## config.mk

```make
export PLATFORM = sky130hd
export DESIGN_NAME = bin_bcd_scan
export DESIGN_NICKNAME = d
export VERILOG_FILES = /design/src/rtl/bin_bcd_scan.sv
export SDC_FILE = /design/constraint.sdc
export NUM_CORES = 1
export LEC_CHECK = 0
export ABC_AREA = 1
export ABC_CLOCK_PERIOD_IN_PS = 1500
export CORE_UTILIZATION = 50
export CTS_BUF_LIST = sky130_fd_sc_hd__clkbuf_8 sky130_fd_sc_hd__clkbuf_16
export DETAILED_ROUTE_END_ITERATION = 7
export PLACE_DENSITY_LB_ADDON = 0.2
export REMOVE_ABC_BUFFERS = 1
export SYNTH_ARGS = -nofsm -noshare
export SYNTH_HDL_FRONTEND = slang
export SYNTH_SLANG_ARGS = --single-unit
```

## constraint.sdc

```tcl
create_clock -name clk -period 1.5 [get_ports clk]
set_input_delay 0.225 -clock clk [delete_from_list [all_inputs] [get_ports clk]]
set_output_delay 0.225 -clock clk [all_outputs]
set_load 0.02 [all_outputs]
```

## src/rtl/bin_bcd_scan.sv

```systemverilog
// bin_bcd_scan: binary-to-BCD converter and multiplexed digit scanner feeding a
// BCD->7-segment decoder.
//
// A sequential double-dabble engine converts bin_i (BIN_W bits) into N_DIG packed BCD
// digits, one input bit per clock. The result is committed to a display register only
// once the conversion completes, so the scanned digits never show partial results. An
// always-running scanner presents one digit at a time on bcd_o with a matching
// active-low anode select on an_o. Leading zeros are blanked (4'hF). Digit 0 is never
// blanked.
//
// Ports:
//   clk     in   1      system clock, rising edge
//   rst     in   1      synchronous, active-high reset
//   bin_i   in   BIN_W  binary value, sampled on an accepted load_i
//   load_i  in   1      start conversion; accepted only when idle and done_o is low
//   busy_o  out  1      conversion in progress
//   done_o  out  1      one-cycle pulse when the display register updates
//   bcd_o   out  4      BCD nibble of the selected digit (4'hF = blank)
//   an_o    out  N_DIG  one-hot active-low digit select

module bin_bcd_scan #(
  parameter int unsigned BIN_W       = 8,
  parameter int unsigned N_DIG       = 4,
  parameter int unsigned REFRESH_DIV = 50000
) (
  input  logic             clk,
  input  logic             rst,
  input  logic [BIN_W-1:0] bin_i,
  input  logic             load_i,
  output logic             busy_o,
  output logic             done_o,
  output logic [3:0]       bcd_o,
  output logic [N_DIG-1:0] an_o
);

  localparam int unsigned SW    = 4 * N_DIG;
  localparam int unsigned IterW = $clog2(BIN_W + 1);
  localparam int unsigned CntW  = (REFRESH_DIV > 1) ? $clog2(REFRESH_DIV) : 1;
  localparam int unsigned IdxW  = (N_DIG > 1) ? $clog2(N_DIG) : 1;

  function automatic longint unsigned pow10(int unsigned n);
    longint unsigned r;
    r = 1;
    for (int unsigned i = 0; i < n; i++) r = r * 10;
    return r;
  endfunction

  // The largest binary input must fit in N_DIG decimal digits.
  if (((64'd1 << BIN_W) - 64'd1) >= pow10(N_DIG)) begin : gen_width_chk
    $error("bin_bcd_scan: 2**BIN_W-1 does not fit in N_DIG decimal digits");
  end
  if (REFRESH_DIV < 1) begin : gen_div_chk
    $error("bin_bcd_scan: REFRESH_DIV must be >= 1");
  end

  typedef enum logic [1:0] {StIdle, StShift, StDone} state_e;

  state_e           state_q, state_d;
  logic [BIN_W-1:0] bin_q, bin_d;
  logic [SW-1:0]    scr_q, scr_d;
  logic [SW-1:0]    disp_q, disp_d;
  logic [SW-1:0]    corr;
  logic [IterW-1:0] iter_q, iter_d;
  logic             busy_q, done_q;

  logic [CntW-1:0]  cnt_q, cnt_d;
  logic [IdxW-1:0]  idx_q, idx_d;
  logic [N_DIG-1:0] an_q, an_d;
  logic [3:0]       bcd_q, bcd_d;
  logic             blank;

  // Converter next state
  always_comb begin
    state_d = state_q;
    bin_d   = bin_q;
    scr_d   = scr_q;
    disp_d  = disp_q;
    iter_d  = iter_q;
    corr    = scr_q;
    unique case (state_q)
      StIdle: begin
        // done_q high means busy_o just fell; that cycle's load is dropped.
        if (load_i && !done_q) begin
          state_d = StShift;
          bin_d   = bin_i;
          scr_d   = '0;
          iter_d  = '0;
        end
      end
      StShift: begin
        for (int unsigned n = 0; n < N_DIG; n++) begin
          if (scr_q[n*4 +: 4] >= 4'd5) corr[n*4 +: 4] = scr_q[n*4 +: 4] + 4'd3;
        end
        {scr_d, bin_d} = {corr[SW-2:0], bin_q, 1'b0};
        iter_d = iter_q + IterW'(1);
        if (iter_q == IterW'(BIN_W - 1)) state_d = StDone;
      end
      StDone: begin
        disp_d  = scr_q;
        state_d = StIdle;
      end
      default: state_d = StIdle;
    endcase
  end

  // Scanner next state; anode and nibble are both derived from idx_d so they move together.
  always_comb begin
    cnt_d = cnt_q + CntW'(1);
    idx_d = idx_q;
    if (cnt_q == CntW'(REFRESH_DIV - 1)) begin
      cnt_d = '0;
      idx_d = (idx_q == IdxW'(N_DIG - 1)) ? '0 : idx_q + IdxW'(1);
    end
    an_d  = ~(N_DIG'(1) << idx_d);
    // Blank when this digit and every more-significant digit are zero (never digit 0).
    blank = (idx_d != '0);
    for (int unsigned i = 0; i < N_DIG; i++) begin
      if ((i >= 32'(idx_d)) && (disp_q[i*4 +: 4] != 4'd0)) blank = 1'b0;
    end
    bcd_d = blank ? 4'hF : disp_q[{idx_d, 2'b00} +: 4];
  end

  always_ff @(posedge clk) begin
    if (rst) begin
      state_q <= StIdle;
      bin_q   <= '0;
      scr_q   <= '0;
      disp_q  <= '0;
      iter_q  <= '0;
      busy_q  <= 1'b0;
      done_q  <= 1'b0;
      cnt_q   <= '0;
      idx_q   <= '0;
      an_q    <= ~(N_DIG'(1));
      bcd_q   <= 4'h0;
    end else begin
      state_q <= state_d;
      bin_q   <= bin_d;
      scr_q   <= scr_d;
      disp_q  <= disp_d;
      iter_q  <= iter_d;
      busy_q  <= (state_d != StIdle);
      done_q  <= (state_q == StDone);
      cnt_q   <= cnt_d;
      idx_q   <= idx_d;
      an_q    <= an_d;
      bcd_q   <= bcd_d;
    end
  end

  assign busy_o = busy_q;
  assign done_o = done_q;
  assign an_o   = an_q;
  assign bcd_o  = bcd_q;

endmodule

```

==> key figures <==
Drt
  • Met1 Wirelength: 3.59 mm
  • Pre-antenna DRT Iters: 7
  • WL/cell: 12.6 um
  • DR iter-0 viols: between 150 and 200
  • Vias/cell: about 5.2
  • Routed length on met2: 3.86 mm
  • Max layer used: met4
  • Final wirelength: roughly 7.8 mm
  • Routed Antenna Nets: 0
  • WL met3: 285 um
  • DRC: 4
  • Vias after detailed routing: 3245

STA
  • Fin crit share: 106%
  • Slew Viols, Final: 0
  • Clock Skews: 12.0 ps
  • Worst relative slew slack: 63.6%
  • RSZ-0062 raised after global routing: true
  • Final hold viol count: 0
  • Achievable frequency: 0.631 GHz
  • Post-layout minimum cycle time: 1580 ps
  • Measured slew at the worst slew-check pin: approximately 540 ps
  • Setup TNS: -305 ps
  • Slack of the critical path: -84.7 ps
  • # setup viols final: 5

Power and ir drop
  • Int Power: 2840 uW
  • Gate power share: 5.7%
  • Leak pwr: approximately 0.0019 uW
  • VDD IR max: 0.766 mV
  • Clock network power share: approximately 40%
  • Power per cell area: 822 mW/mm^2
  • Reg power frac: 54.8%
  • Sw Ratio: 22.9%
  • Total power: 3680 uW
  • Sw power: 842 uW

Synth
  • Mapped cell area: roughly 0.0034 mm^2
  • Yosys reg bits: 74
  • Area share of and/or/nand/nor cells after synthesis: about 30%
  • Synth Area in XOR/XNOR: approximately 1.3%
  • Synthesized-area fraction occupied by adder cells: under 10%
  • Warnings, synthesis: 0
  • Avg Cell Area, Syn: about 7.3 um^2
  • Ys flop type: dfxtp_1
  • Synth Instances: 473
  • Main combinational cell family by area after synthesis: simple AND/OR/NAND/NOR gates
  • Post-synth EDFFs: 0
  • Async S/R FF share, synth: 0%
  • Multiplexer share of the synthesized area: 0%
  • Area fraction in compound gates after synthesis: 14.0%
  • Count of different cell masters after synthesis: 34
  • Sequential fraction of the synthesis area: 43.1%

Min path
  • Hold Crit Class: input port to register

Global route
  • Initial antenna violation count: 0
  • First-pass GRT wire length: 13.1 mm
  • Largest net degree at the start of global routing: 31
  • GRT overflow: 0
  • Vias in the first global route: 3044
  • Total track usage: 22.6%

Placed design
  • Final RePlAce weighted congestion: 0.911
  • Cell count after placement: approximately 600
  • Input/output buffers: 20
  • Placed Instance Area: 0.00402 mm^2
  • DP HPWL: ~5.3 mm

Floorplan
  • Top Ports: 21
  • Die H: around 85 um
  • Full die area: 0.00721 mm^2
  • Die width: 84.9 um
  • Core footprint: 0.00649 mm^2
  • # rows: 29
  • Initial core utilization: 52.9%

CTS
  • CTS Hold Bufs: 0
  • Sink Count: 74
  • Clock slew at reported path FFs: 80 ps
  • Cts bufs inserted: 9
  • Clock Path Buffers: 2
  • Worst-Skew Late Latency: between 300 and 400 ps
  • CTS tree: built
  • H-Tree Depth: 3
  • Clock Tree Root: clkbuf_8

Cells and area
  • Final Core Density: 68.9%
  • Post-route non-filler standard cell count: 623
  • Fin area: between 0.004 and 0.005 mm^2
  • Nets: 564
  • Fraction of layout cells with a size suffix above 1: 22.7%
  • N_diodes: 0
  • Layout area overhead: 30.3%

Setup path
  • WS Path Type: register to register
  • WP data required: 1730 ps
  • Crit. End Element: register
  • Worst Path Arrival: 1810 ps
  • Startpoint Class: register
  • Crit Path Max Fanout: 6

Run status
  • Failing checks: DRC, setup timing
  • Status: finished with violations

Job
  • Max cap viols: 0
==> registers in the layout, indices dropped and copies added, names as in the netlist <==
name / flops
done_o: 1
bcd_o: 4
an_o: 4
iter_q: 4
state_q: 2
cnt_q: 16
bin_q: 8
disp_q: 16
idx_q: 2
scr_q: 16
busy_o: 1
==> cells by family (layout without fill, tap and decap cells) <==
group | count (synthesis) | after routing
flops | 74 | 74
fa+ha+maj | 11 | 11
compound gates | 92 | 92
xor+xnor | 5 | 5
buf+inv | 72 | 144
simple gates | 219 | 220
==> stage by stage <==
step	hold WS [ps]	worst slack [ps]
5_1_grt	467	-204
3_5_place_dp	455	-135
4_1_cts	443	-72.5
2_1_floorplan	294	-684
3_3_place_gp	455	-67.1
6_report	451	-84.7
==> metal layers <==
metal  up-vias  track usage [%]
li1       1676                -
met1      1480             27.8
met2        76             38.7
met3        13             5.93
met4         0             7.55
met5         -                0
==> power by group through the flow <==
stage | logic [uW] | registers, uW | clock network, uW
finish | 209 | 2010 | 1460
floorplan | 84.3 | 2060 | 0
global route | 233 | 2020 | 1580
global placement | 199 | 2050 | 0
CTS | 206 | 2010 | 1490
detailed placement | 203 | 2060 | 0
==> area by class of cell <==
| type | instances | area (um^2) |
|---|---|---|
| inverters | 58 | 218 |
| well taps | 77 | 96.3 |
| repair buffers | 71 | 631 |
| flip-flops and latches | 74 | 1490 |
| fillers | 529 | 2020 |
| multi-input cells | 328 | 1860 |
| clock buffers | 9 | 124 |
| clock inverters | 6 | 61.3 |
==> cells in the mapped netlist (3+ instances only) <==
cell / n / area, um^2
ha_1: 11 / 138
dfxtp_1: 74 / 1480
nor2_2: 7 / 43.8
xor2_1: 4 / 35.0
nand4_1: 4 / 25.0
inv_1: 54 / 203
nor4_1: 3 / 18.8
buf_2: 4 / 20.0
a31oi_1: 7 / 43.8
nor3_1: 11 / 55.1
nand3_1: 29 / 145
clkbuf_1: 10 / 37.5
nand2_4: 3 / 33.8
o21ai_0: 30 / 150
a21oi_1: 50 / 250
nand2_1: 105 / 394
nor2_1: 40 / 150
nand2_2: 3 / 18.8
==> layout by cell type, fill, tap and decap left out, types with 10 or more instances in the layout <==
cell,synthesis,layout
buf_4,0,48
inv_1,54,55
ha_1,11,10
nand2_1,105,97
nor2_1,40,33
nand2_2,3,11
a21oi_1,50,49
o21ai_0,30,30
nand3_1,29,26
clkdlybuf4s50_1,0,11
dfxtp_1,74,66
==> path summary, 6_finish.rpt <==
path	startpoint	endpoint	slack (ps)	cells after the start
max reg2reg	cnt_q[1]	bcd_o[2]	-80	10
min reg2reg	iter_q[3]	iter_q[3]	470	1
max	cnt_q[1]	bcd_o[2]	-80	10
min	bin_i[5]	bin_q[5]	450	3
==> critical path, cell delays in order, from the launching register on <==
cell and delay [ps]:
dfxtp_2 350, ha_4 150, nand3_4 120, nor2_4 160, nand2_2 100, nand2_2 70, nand2_2 110, a21oi_4 200
nor2_4 70, nor2_1 100, nor2_1 40
==> what timing repair did <==
| item | CTS | global route |
|---|---|---|
| cloned | 1 | 0 |
| gates resized for setup | 16 | 43 |
| buffers inserted | 7 | 2 |
| endpoints found under the setup margin | 10 | 33 |
| hold endpoints to repair | 0 | 0 |
| pin swaps | 16 | 16 |
No activity file was read; power rests on OpenSTA's default activity.
